$ cat src/rtl/array_mul_arbiter_if.sv
// rtl/array_mul_arbiter_if.sv - requester, response and multiplier bus bundle for array_mul_arbiter
interface array_mul_arbiter_if #(
    parameter int N = 8,
    parameter int R = 4
);
    localparam int IDW = (R > 1) ? $clog2(R) : 1;

    logic [R-1:0]     req_valid;
    logic [R*N-1:0]   req_a;
    logic [R*N-1:0]   req_b;
    logic [R-1:0]     req_ready;
    logic             rsp_valid;
    logic [IDW-1:0]   rsp_id;
    logic [2*N-1:0]   rsp_product;
    logic             rsp_ready;
    logic             busy;
    logic [N-1:0]     mul_data_in;
    logic             mul_load_a;
    logic             mul_load_b;
    logic [2*N-1:0]   mul_product;

    // arbiter side
    modport slave (
        input  req_valid, req_a, req_b, rsp_ready, mul_product,
        output req_ready, rsp_valid, rsp_id, rsp_product, busy,
               mul_data_in, mul_load_a, mul_load_b
    );

    // clients, response consumer and multiplier side
    modport master (
        output req_valid, req_a, req_b, rsp_ready, mul_product,
        input  req_ready, rsp_valid, rsp_id, rsp_product, busy,
               mul_data_in, mul_load_a, mul_load_b
    );
endinterface

$ cat src/rtl/array_mul_arbiter.sv
// rtl/array_mul_arbiter.sv - round-robin scheduler sharing one array multiplier between R requesters
module array_mul_arbiter #(
    parameter int N       = 8,
    parameter int R       = 4,
    parameter int MUL_LAT = 2
) (
    input  logic               clk,
    input  logic               clr_n,
    array_mul_arbiter_if.slave bus
);
    localparam int IDW = (R > 1) ? $clog2(R) : 1;
    localparam int CW  = $clog2(MUL_LAT + 1);

    typedef enum logic [2:0] {
        IDLE   = 3'd0,
        LOAD_A = 3'd1,
        LOAD_B = 3'd2,
        WAIT   = 3'd3,
        RESP   = 3'd4
    } state_t;

    state_t           state;
    state_t           state_nxt;
    logic [IDW-1:0]   rr_ptr;
    logic [IDW-1:0]   op_id;
    logic [N-1:0]     op_a;
    logic [N-1:0]     op_b;
    logic [CW-1:0]    wait_cnt;
    logic             rsp_valid_q;
    logic [IDW-1:0]   rsp_id_q;
    logic [2*N-1:0]   rsp_product_q;

    logic             grant_any;
    logic [IDW-1:0]   grant_id;
    logic [IDW-1:0]   scan_idx;
    logic [R-1:0]     grant_onehot;
    logic [N-1:0]     sel_a;
    logic [N-1:0]     sel_b;
    logic             grant_fire;
    logic             wait_last;

    // first pending request at or above rr_ptr, wrapping at R; the lowest offset wins
    always_comb begin
        grant_any = 1'b0;
        grant_id  = '0;
        scan_idx  = '0;
        for (int k = R - 1; k >= 0; k--) begin
            scan_idx = IDW'((int'(rr_ptr) + k) % R);
            if (bus.req_valid[scan_idx]) begin
                grant_any = 1'b1;
                grant_id  = scan_idx;
            end
        end
    end

    // operand mux for the granted requester and its one-hot accept vector
    always_comb begin
        sel_a        = '0;
        sel_b        = '0;
        grant_onehot = '0;
        for (int k = 0; k < R; k++) begin
            if (grant_id == IDW'(k)) begin
                sel_a           = bus.req_a[k*N +: N];
                sel_b           = bus.req_b[k*N +: N];
                grant_onehot[k] = 1'b1;
            end
        end
    end

    // a grant only fires out of reset so req_ready is 0 while clr_n is held low
    assign grant_fire = (state == IDLE) && grant_any && clr_n;
    assign wait_last  = (wait_cnt == CW'(1));

    // state register
    always_ff @(posedge clk or negedge clr_n) begin
        if (!clr_n) begin
            state <= IDLE;
        end else begin
            state <= state_nxt;
        end
    end

    // next state and the multiplier bus / accept strobes
    always_comb begin
        state_nxt       = state;
        bus.req_ready   = '0;
        bus.mul_data_in = '0;
        bus.mul_load_a  = 1'b0;
        bus.mul_load_b  = 1'b0;
        case (state)
            IDLE: begin
                if (grant_fire) begin
                    bus.req_ready = grant_onehot;
                    state_nxt     = LOAD_A;
                end
            end
            LOAD_A: begin
                bus.mul_data_in = op_a;
                bus.mul_load_a  = 1'b1;
                state_nxt       = LOAD_B;
            end
            LOAD_B: begin
                bus.mul_data_in = op_b;
                bus.mul_load_b  = 1'b1;
                state_nxt       = WAIT;
            end
            WAIT: begin
                if (wait_last) begin
                    state_nxt = RESP;
                end
            end
            RESP: begin
                if (bus.rsp_ready) begin
                    state_nxt = IDLE;
                end
            end
            default: state_nxt = IDLE;
        endcase
    end

    // operand latch, latency counter, response register and round-robin pointer
    always_ff @(posedge clk or negedge clr_n) begin
        if (!clr_n) begin
            rr_ptr        <= '0;
            op_id         <= '0;
            op_a          <= '0;
            op_b          <= '0;
            wait_cnt      <= '0;
            rsp_valid_q   <= 1'b0;
            rsp_id_q      <= '0;
            rsp_product_q <= '0;
        end else begin
            case (state)
                IDLE: begin
                    if (grant_fire) begin
                        op_a  <= sel_a;
                        op_b  <= sel_b;
                        op_id <= grant_id;
                    end
                end
                LOAD_B: begin
                    wait_cnt <= CW'(MUL_LAT);
                end
                WAIT: begin
                    wait_cnt <= wait_cnt - 1'b1;
                    if (wait_last) begin
                        rsp_product_q <= bus.mul_product;
                        rsp_id_q      <= op_id;
                        rsp_valid_q   <= 1'b1;
                    end
                end
                RESP: begin
                    if (bus.rsp_ready) begin
                        rsp_valid_q <= 1'b0;
                        if (op_id == IDW'(R - 1)) begin
                            rr_ptr <= '0;
                        end else begin
                            rr_ptr <= op_id + 1'b1;
                        end
                    end
                end
                default: ;
            endcase
        end
    end

    assign bus.rsp_valid   = rsp_valid_q;
    assign bus.rsp_id      = rsp_id_q;
    assign bus.rsp_product = rsp_product_q;
    assign bus.busy        = (state != IDLE);
endmodule
$ cat src/flat_wrapper.sv
// flat-port wrapper written by rule: the top's interface ports become plain ports
module array_mul_arbiter_flat 
#(
    parameter int N       = 8,
    parameter int R       = 4,
    parameter int MUL_LAT = 2
)
  (clk, clr_n, bus_req_valid, bus_req_a, bus_req_b, bus_rsp_ready, bus_mul_product, bus_req_ready, bus_rsp_valid, bus_rsp_id, bus_rsp_product, bus_busy, bus_mul_data_in, bus_mul_load_a, bus_mul_load_b);
  array_mul_arbiter_if #(.N(N), .R(R)) bus_i ();
  input  logic clk;
  input  logic clr_n;
  input wire logic [$bits(bus_i.req_valid)-1:0] bus_req_valid;
  input wire logic [$bits(bus_i.req_a)-1:0] bus_req_a;
  input wire logic [$bits(bus_i.req_b)-1:0] bus_req_b;
  input wire logic [$bits(bus_i.rsp_ready)-1:0] bus_rsp_ready;
  input wire logic [$bits(bus_i.mul_product)-1:0] bus_mul_product;
  output wire logic [$bits(bus_i.req_ready)-1:0] bus_req_ready;
  output wire logic [$bits(bus_i.rsp_valid)-1:0] bus_rsp_valid;
  output wire logic [$bits(bus_i.rsp_id)-1:0] bus_rsp_id;
  output wire logic [$bits(bus_i.rsp_product)-1:0] bus_rsp_product;
  output wire logic [$bits(bus_i.busy)-1:0] bus_busy;
  output wire logic [$bits(bus_i.mul_data_in)-1:0] bus_mul_data_in;
  output wire logic [$bits(bus_i.mul_load_a)-1:0] bus_mul_load_a;
  output wire logic [$bits(bus_i.mul_load_b)-1:0] bus_mul_load_b;
  assign bus_i.req_valid = bus_req_valid;
  assign bus_i.req_a = bus_req_a;
  assign bus_i.req_b = bus_req_b;
  assign bus_i.rsp_ready = bus_rsp_ready;
  assign bus_i.mul_product = bus_mul_product;
  assign bus_req_ready = bus_i.req_ready;
  assign bus_rsp_valid = bus_i.rsp_valid;
  assign bus_rsp_id = bus_i.rsp_id;
  assign bus_rsp_product = bus_i.rsp_product;
  assign bus_busy = bus_i.busy;
  assign bus_mul_data_in = bus_i.mul_data_in;
  assign bus_mul_load_a = bus_i.mul_load_a;
  assign bus_mul_load_b = bus_i.mul_load_b;
  array_mul_arbiter #(.N(N), .R(R), .MUL_LAT(MUL_LAT)) u_core (.clk(clk), .clr_n(clr_n), .bus(bus_i));
endmodule
$ cat config.mk
export PLATFORM = sky130hd
export DESIGN_NAME = array_mul_arbiter_flat
export DESIGN_NICKNAME = d
export VERILOG_FILES = /design/src/rtl/array_mul_arbiter_if.sv /design/src/rtl/array_mul_arbiter.sv /design/src/flat_wrapper.sv
export SDC_FILE = /design/constraint.sdc
export NUM_CORES = 1
export LEC_CHECK = 0
export BUFFER_PORTS_ARGS = -buffer_cell sky130_fd_sc_hd__buf_2
export CORE_UTILIZATION = 46
export DETAILED_ROUTE_END_ITERATION = 8
export PLACE_DENSITY_LB_ADDON = 0.08
export SYNTH_ARGS = -nofsm -noshare
export SYNTH_HDL_FRONTEND = slang
export SYNTH_SLANG_ARGS = --single-unit
$ cat constraint.sdc
create_clock -name clk -period 1.7 [get_ports clk]
set_input_delay 0 -clock clk [delete_from_list [all_inputs] [get_ports clk]]
set_output_delay 0 -clock clk [all_outputs]
set_load 0.02 [all_outputs]
Word-level counts from Yosys, hierarchy flattened --
Index checks and enable logic that the tools add are counted.
Storage, ports and cells: bits in registers 44, input port bits 87, output and inout port bits 34, word-level logic and storage cells 84
Operators by class: $add $sub $neg 5, eq/ne operators 12, order comparisons 4, reduce and logical (&&, ||, !) cells 12, multiplexer cells 42
Operators by type and width (number):
- $mux W8 | 8
- $mux W1 | 16
- $pmux W8 S2 | 1
- $pmux W3 S5 | 1
- $lt A2 B3 Y1 const B | 4
- $mux W2 | 5
- $mux W3 | 3
- $bmux W1 S2 | 4
- $mux W4 | 2
- $eq A2 B2 Y1 const B | 3
- $eq A3 B2 Y1 const B | 2
- $reduce_and A2 Y1 | 3
- $reduce_and A3 Y1 | 2
- $add A2 B1 Y2 const B | 2
- $add A2 B2 Y2 const B | 2
- $eq A2 B1 Y1 const B | 2
- $ne A2 B1 Y1 const B | 2
- $pmux W2 S2 | 1
- $reduce_bool A2 Y1 | 2
- $eq A3 B1 Y1 const B | 1
- $eq A3 B3 Y1 const B | 1
- $logic_not A3 Y1 | 1
- $reduce_bool A3 Y1 | 1
- $logic_and A1 B1 Y1 | 2
- other kinds (4) | 4

Depth between registers and ports, before layout --
Gate-level depths: netlist of the first run.
depth in word-level cells 12, gate-level depth with buffers 7

Worst setup path before layout of the first run --
Ideal clock, no wire load.
path kind reg-to-output, start register u_core.rr_ptr[1], end output bus_req_ready[1], slack -0.033 ns, arrival time 1.733 ns, cell stages (with the launch flop) 7, buffers on the path 2, cells stage by stage dfrtp_1 > nand2b_1 > a21oi_2 > or3_1 > buf_6 > buf_6 > nor3_1
On the way: longest elaborated chain between the ends 11, elaborated cells between the ends (all ways) 25, classes of those cells 3 x add/sub; 1 x eq/ne; 19 x mux; 2 x reduce/logical
RTL lines:
- start: declaration | RTL line array_mul_arbiter.sv:24 | logic [IDW-1:0] rr_ptr;
- start signal: assignment | RTL line array_mul_arbiter.sv:158 | rr_ptr <= op_id + 1'b1;
- $add A2 B2 Y2 | RTL line array_mul_arbiter.sv:48 | scan_idx = IDW'((int'(rr_ptr) + k) % R);
- $bmux W1 S2 | RTL line array_mul_arbiter.sv:49 | if (bus.req_valid[scan_idx]) begin
- $mux W1 (not written as such) | RTL line array_mul_arbiter.sv:49
- $mux W2 or $mux W1 (tied branches) (4 in a row) | RTL line array_mul_arbiter.sv:49
- $eq A2 B1 Y1 or $logic_and A1 B1 Y1 (tied branches) | RTL line array_mul_arbiter.sv:62, array_mul_arbiter.sv:71
- $mux W1 or $logic_and A1 B1 Y1 (tied branches) | RTL line array_mul_arbiter.sv:62, array_mul_arbiter.sv:71
- $mux W4 (*) | RTL line array_mul_arbiter.sv:92 | if (grant_fire) begin
- $mux W4 (*) | RTL line array_mul_arbiter.sv:90 | case (state)
- end: declaration | RTL line flat_wrapper.sv:17 | output wire logic [$bits(bus_i.req_ready)-1:0] bus_req_ready;
Every way passes the cells marked *; elsewhere a longest branch is shown, timed or not. The select of a mux whose other input is x is not followed.

Worst setup path after layout of the first run --
Same ends and word-level chain as after synthesis.

==> results.json, run 1 <==
{
  "status": "finished, violations left",
  "violations": "hold timing, setup timing",
  "overflow": 0,
  "portBuffers": 120,
  "hold_ws_ps": -2.94,
  "crit_type": "reg2out",
  "crit_chain": "nand2b_4, a21oi_2, or3_4, buf_8, nor3_4, buf_6",
  "ys_seq_area_share_pct": 46.5,
  "dpl.hpwl_um": 4640,
  "drt_iter0_markers": 126,
  "slew_viol_final": 0,
  "synth-xor-area-share_pct": 0,
  "gp_congestion": 0.917,
  "synthAdderAreaFrac_pct": 1.06,
  "area.growth.synth_to_final_pct": 60.6,
  "synth_compound_area_share_pct": 23.3,
  "final.setup.tns_ps": -22.0,
  "viasPerCell": 5.36,
  "antenna_found_initial": 0,
  "vdd_ir_drop_max_uv": 721,
  "synth_area_um2": 2370,
  "clock.fmax_ghz": 0.581,
  "die_area_um2": 5440,
  "synthMuxAreaShare_pct": 9.03,
  "grt_start_max_net_pins": 45,
  "synth_top_area_share_pct": 46.5,
  "drc": 0,
  "end_kind": "primary output",
  "finalInstanceArea_um2": 3810,
  "routed_wl_um": 7230,
  "fp.dieH_um": 73.8,
  "synth_top_cell_by_area": "dfrtp_1",
  "hold_violations": 2,
  "fin_nets": 501,
  "synth_top_cells_by_count": "dfrtp_1 (44), mux2_2 (19), nor3_1 (17), a21oi_1 (14), o31ai_1 (13)",
  "ant_nets": 0,
  "worst-path-buf-inv": 2,
  "dp_cells": 423,
  "yosysUniqueCellTypes": 38,
  "worst_slew_pin_slew_ps": 563,
  "syn_nets": 323,
  "arrival_ps": 1720,
  "core.rowCount": 25,
  "max_stage_delay_ps": 420,
  "critPathMaxFanout": 7,
  "hp-class": "in2reg",
  "avgSynthCellArea_um2": 10.1,
  "grt_pass1_wl_um": 10600,
  "rsz0062_at_grt": "yes",
  "yosys.area_share.simple_pct": 14.6,
  "power_density_nw_per_um2": 1460,
  "power_w": 0.00557,
  "clk_pin_slew_ps": 90,
  "synth_top_family_by_area": "compound AO/OA/AOI/OAI gates",
  "ff2ff_setup_slack_ps": 50,
  "min-delay-start": "bus_req_a[14]",
  "fin_crit_sh_pct": 101,
  "cp-start-kind": "register",
  "cp_top_family": "simple AND/OR/NAND/NOR gates",
  "dr.pass1.iters": 4,
  "placed_area_um2": 3110,
  "clk_latency_ps": 310,
  "track_usage_pct": 26.0,
  "p_leak_nw": 1.80,
  "setup_ws_ps": -22.0,
  "startpoint": "u_core.rr_ptr[1]$_DFFE_PN0P_",
  "tritoncts": "done",
  "cts_root_buf": "clkbuf_8",
  "synth_seq_cells": 44,
  "ys_async_sr_fraction_pct": 100,
  "synth_cells": 234,
  "synth_flop_cell": "dfrtp_1",
  "period_needed_ps": 1720,
  "synth_most_common_cell": "dfrtp_1",
  "ios": 121,
  "wl_per_cell_um": 15.1,
  "netlist_top_cells_area": "dfrtp_1 (46%), mux2_2 (9.0%), o31ai_1 (4.1%), nor3_1 (3.6%), a22oi_1 (3.5%)",
  "grt_pass1_vias": 2368,
  "setup_viol": 1,
  "dp_slack_ps": 5.90,
  "initial_utilization_pct": 48.9,
  "maxCapViolations": 0,
  "clk_path_buf_depth": 2,
  "max-slew-margin-rel_pct": 62.4,
  "htree_levels": 2,
  "clock_skew_ps": 7.92,
  "clock-sinks": 44,
  "synth-edff-count": 0,
  "num_vias": 2575,
  "cp.required_ps": 1700,
  "r2r_start": "u_core.rr_ptr[1]$_DFFE_PN0P_",
  "dieWidth_um": 73.8,
  "n_antenna_cell": 0,
  "finalNonFillerCells": 480,
  "drive_gt1_share_pct": 49.2,
  "cts_buffers": 5,
  "yosys_warnings": 0,
  "coreArea_um2": 4850,
  "slowest_stage": "dfrtp_2"
}
-- layout by cell type, fill, tap and decap left out, types with 11 or more instances in the layout --
cell type / count
dfrtp_1: 42
nor3_1: 14
o31ai_1: 13
mux2_2: 19
buf_4: 28
a22oi_1: 11
dlygate4sd3_1: 38
o21ai_0: 12
nand2_1: 11
buf_2: 117
-- logic make-up after synthesis --
group,Yosys count
fa+ha+maj,2
mux,19
buf+inv,23
compound gates,81
flops,44
simple gates,65
-- worst min-delay path, delay by kind of cell --
family	cells	cell delay, ps
AO/OA/AOI/OAI	2	160
buffers and inverters	1	110
-- final timing paths --
| check | end | cells past startpoint |
|---|---|---|
| setup / recovery | bus_req_ready[1] | 6 |
| hold / removal | u_core.op_a[6]$_DFFE_PN0P_ | 3 |
| setup reg to reg | u_core.op_b[1]$_DFFE_PN0P_ | 7 |
| hold reg to reg | u_core.bus.rsp_valid$_DFFE_PN0P_ | 2 |
| max in group asynchronous | u_core.rr_ptr[1]$_DFFE_PN0P_ | 3 |
| min in group asynchronous | u_core.bus.rsp_product[12]$_DFFE_PN0P_ | 3 |
-- sequential cells by signal (all words and copies together) (netlist names) --
signal	count
u_core.op_a	8
u_core.bus.rsp_id	2
u_core.wait_cnt	2
u_core.rr_ptr	2
u_core.state	3
u_core.op_id	2
u_core.bus.rsp_product	16
u_core.op_b	8
u_core.bus.rsp_valid	1
-- final cells by class --
cell class	instances	area (um^2)
multi-input combinational	168	1250
tap	67	83.8
clock buffer	5	68.8
inverter	6	22.5
timing repair buffer	187	1230
fill	341	1040
clock inverter	3	46.3
sequential	44	1100
-- per-stage QoR --
| step | hold WS, ps | utilization [%] |
|---|---|---|
| after global routing | -0.322 | 78.5 |
| after floorplan | -296 | - |
| after global placement | 168 | 64.1 |
| after CTS | 1.06 | 75.8 |
| final | -2.94 | 78.5 |
| after detailed placement | 168 | 64.1 |
-- layer usage --
metal	GRT usage, %	share of wire [%]	vias to the layer above
li1	-	-	1232
met1	31.5	41	1208
met2	45.3	50	116
met3	4.53	6.4	19
met4	11.1	2.7	0
met5	0	0	-
-- where the power goes --
group          switching (W)  total [W]  internal (W)
combinational        0.00153    0.00287       0.00135
sequential          0.000305    0.00186       0.00156
clock               0.000387   0.000830      0.000443
total                0.00222    0.00557       0.00335
-- what timing repair did --
item / in CTS / in global routing
hold buffers: 38 / 0
resized for setup: 12 / 19
pin swaps: 2 / 3
setup endpoints to repair: 9 / 24
buffers inserted: 4 / 6
hold endpoints to repair: 76 / 0
cloned: 0 / 1
Note: power is estimated with default switching activity, not from simulation.
==> inputs of run 2 (changes only) <==
--- a/config.mk
+++ b/config.mk
@@ -6,7 +6,8 @@
 export NUM_CORES = 1
 export LEC_CHECK = 0
 export BUFFER_PORTS_ARGS = -buffer_cell sky130_fd_sc_hd__buf_2
-export CORE_UTILIZATION = 46
+export CORE_UTILIZATION = 47
+export CTS_BUF_LIST = sky130_fd_sc_hd__clkbuf_8
 export DETAILED_ROUTE_END_ITERATION = 8
 export PLACE_DENSITY_LB_ADDON = 0.08
 export SYNTH_ARGS = -nofsm -noshare
==> run 2 against run 1 <==
  * Total power increased by 2.5%
  * Largest cell class unchanged
  * Via count grew 1.6%
  * Setup slack worse by 4.9 ps
  * Cell area increased by 0.20%
  * The flow finishes with violations (setup timing)
  * Critical endpoint unchanged
  * Sequential power hardly changed
  * Flip-flop and latch count did not move
  * Combinational power up 2%
==> results.json, run 2 (synthesis results as in run 1) <==
{
  "htree_levels": 2,
  "final_cell_mix": "buf_2 (119), dfrtp_1 (43), dlygate4sd3_1 (37)",
  "p_seq_share_pct": 32.5,
  "viasPerCell": 5.48,
  "clk_pin_slew_ps": 80,
  "hp-class": "in2reg",
  "cp-start-kind": "register",
  "max-slew-margin-rel_pct": 62.9,
  "hold_path_depth": 3,
  "period_needed_ps": 1730,
  "r2r-end": "u_core.op_b[7]$_DFFE_PN0P_",
  "dr.pass1.iters": 4,
  "dieWidth_um": 73.0,
  "worst_hold_path.endpoint": "u_core.op_b[6]$_DFFE_PN0P_",
  "power_density_nw_per_um2": 1500,
  "coreArea_um2": 4790,
  "final.setup.tns_ps": -26.9,
  "wl_met1_um": 2890,
  "cts_root_buf": "clkbuf_8",
  "swShare_pct": 38.9,
  "min-delay-start": "bus_req_b[14]",
  "clock_skew_ps": 3.04,
  "slew_viol_final": 0,
  "clock.fmax_ghz": 0.579,
  "drt_iter0_markers": 138,
  "vdd_ir_drop_max_uv": 806,
  "final_common_cell": "buf_2",
  "status": "finished, violations left",
  "setup_ws_ps": -26.9,
  "rsz0062_at_grt": "yes",
  "top_layer_used": "met4",
  "fin_nets": 499,
  "wl_met2_um": 3870,
  "ant_nets": 0,
  "worst_slew_pin_slew_ps": 556,
  "grt_start_max_net_pins": 45,
  "ff_latch_area_um2": 1100,
  "fp.dieH_um": 73.0,
  "dpl.hpwl_um": 4850,
  "drive_gt1_share_pct": 49.5,
  "setup_viol": 1,
  "multi_input_area_um2": 1250,
  "r2r_start": "u_core.rr_ptr[1]$_DFFE_PN0P_",
  "final_core_util_pct": 79.7,
  "p_comb_share_pct": 51.2,
  "end_kind": "primary output",
  "area.growth.synth_to_final_pct": 60.9,
  "p_leak_nw": 1.81,
  "wl_met3_um": 485,
  "routed_wl_um": 7490,
  "ios": 121,
  "arrival_ps": 1730,
  "fin_crit_sh_pct": 102,
  "violations": "setup timing",
  "gp_congestion": 0.858,
  "startpoint": "u_core.rr_ptr[1]$_DFFE_PN0P_",
  "clk_path_buf_depth": 2,
  "overflow": 0,
  "cts_buffers": 5,
  "ff2ff_setup_slack_ps": 10,
  "drc": 0,
  "p_clk_share_pct": 16.3,
  "track_usage_pct": 28.4,
  "die_area_um2": 5330,
  "clk_latency_ps": 290,
  "largest_reg_flops": 16,
  "r2r_cells": 5,
  "n_antenna_cell": 0,
  "clock-sinks": 44,
  "p_int_w": 0.00349,
  "num_vias": 2616,
  "grt_pass1_wl_um": 11500,
  "cp.required_ps": 1700,
  "grt_pass1_vias": 2564,
  "hold_violations": 0,
  "portBuffers": 120,
  "critPathMaxFanout": 6,
  "wl_per_cell_um": 15.7,
  "initial_utilization_pct": 49.5,
  "crit_type": "reg2out",
  "p_sw_w": 0.00222,
  "antenna_found_initial": 0,
  "maxCapViolations": 0,
  "tritoncts": "done",
  "core.rowCount": 25,
  "nFillCells": 312
}
run 2: power groups by stage:
stage	Clock [W]	Sequential (W)	Combinational, W
global route	0.000974	0.00191	0.00318
detailed placement	0	0.00185	0.00256
global placement	0	0.00183	0.00252
CTS	0.000949	0.00183	0.00277
finish	0.000929	0.00185	0.00292
floorplan	0	0.00208	0.00149
run 2: final cells by class:
type                    count  area share (%)
clock buffers               5            1.80
clock inverters             2            1.57
inverters                   6           0.591
multi-input cells         167            32.8
flip-flops and latches     44            28.9
well taps                  67            2.20
repair buffers            186            32.2
run 2: per-stage QoR:
| step | total power [W] | cell area, um^2 | hold WS (ps) | setup slack (ps) | instances |
|---|---|---|---|---|---|
| global placement | 0.00435 | 3110 | 167 | 27.7 | 424 |
| CTS | 0.00556 | 3720 | 1.30 | -20.0 | 476 |
| floorplan | 0.00357 | 2370 | -296 | 27.5 | 234 |
| global route | 0.00607 | 3810 | 16.5 | -97.0 | 477 |
| detailed placement | 0.00441 | 3110 | 166 | -26.6 | 424 |
| finish | 0.00571 | 3810 | 10.0 | -26.9 | 477 |
run 2: how the worst max path moves through the flow:
stage,endpoint,slack [ps],cells after the start
after CTS,bus_req_ready[1],-20,6
after floorplan,bus_req_ready[0],30,6
after global placement,u_core.op_b[7]$_DFFE_PN0P_,30,5
final,bus_req_ready[1],-30,6
after detailed placement,u_core.op_b[2]$_DFFE_PN0P_,-30,5
after global routing,bus_req_ready[1],-100,6
run 2: what timing repair did:
action,in CTS,in global routing
gates resized for setup,14,25
hold buffers,37,0
pin swaps,1,5
buffers inserted,8,1
setup endpoints to repair,15,27
cloned,0,1
hold endpoints to repair,76,0
run 2: critical path, stage by stage, from the launching register on:
cell,delay [ps]
dfrtp_2,420
nand2b_4,150
a21oi_2,70
or3_4,400
buf_8,140
nor3_4,120
buf_6,140
run 2: routing by layer:
layer	vias to the layer above	track usage [%]
li1	1227	-
met1	1235	34.0
met2	131	49.3
met3	23	4.97
met4	0	13.7
met5	-	0
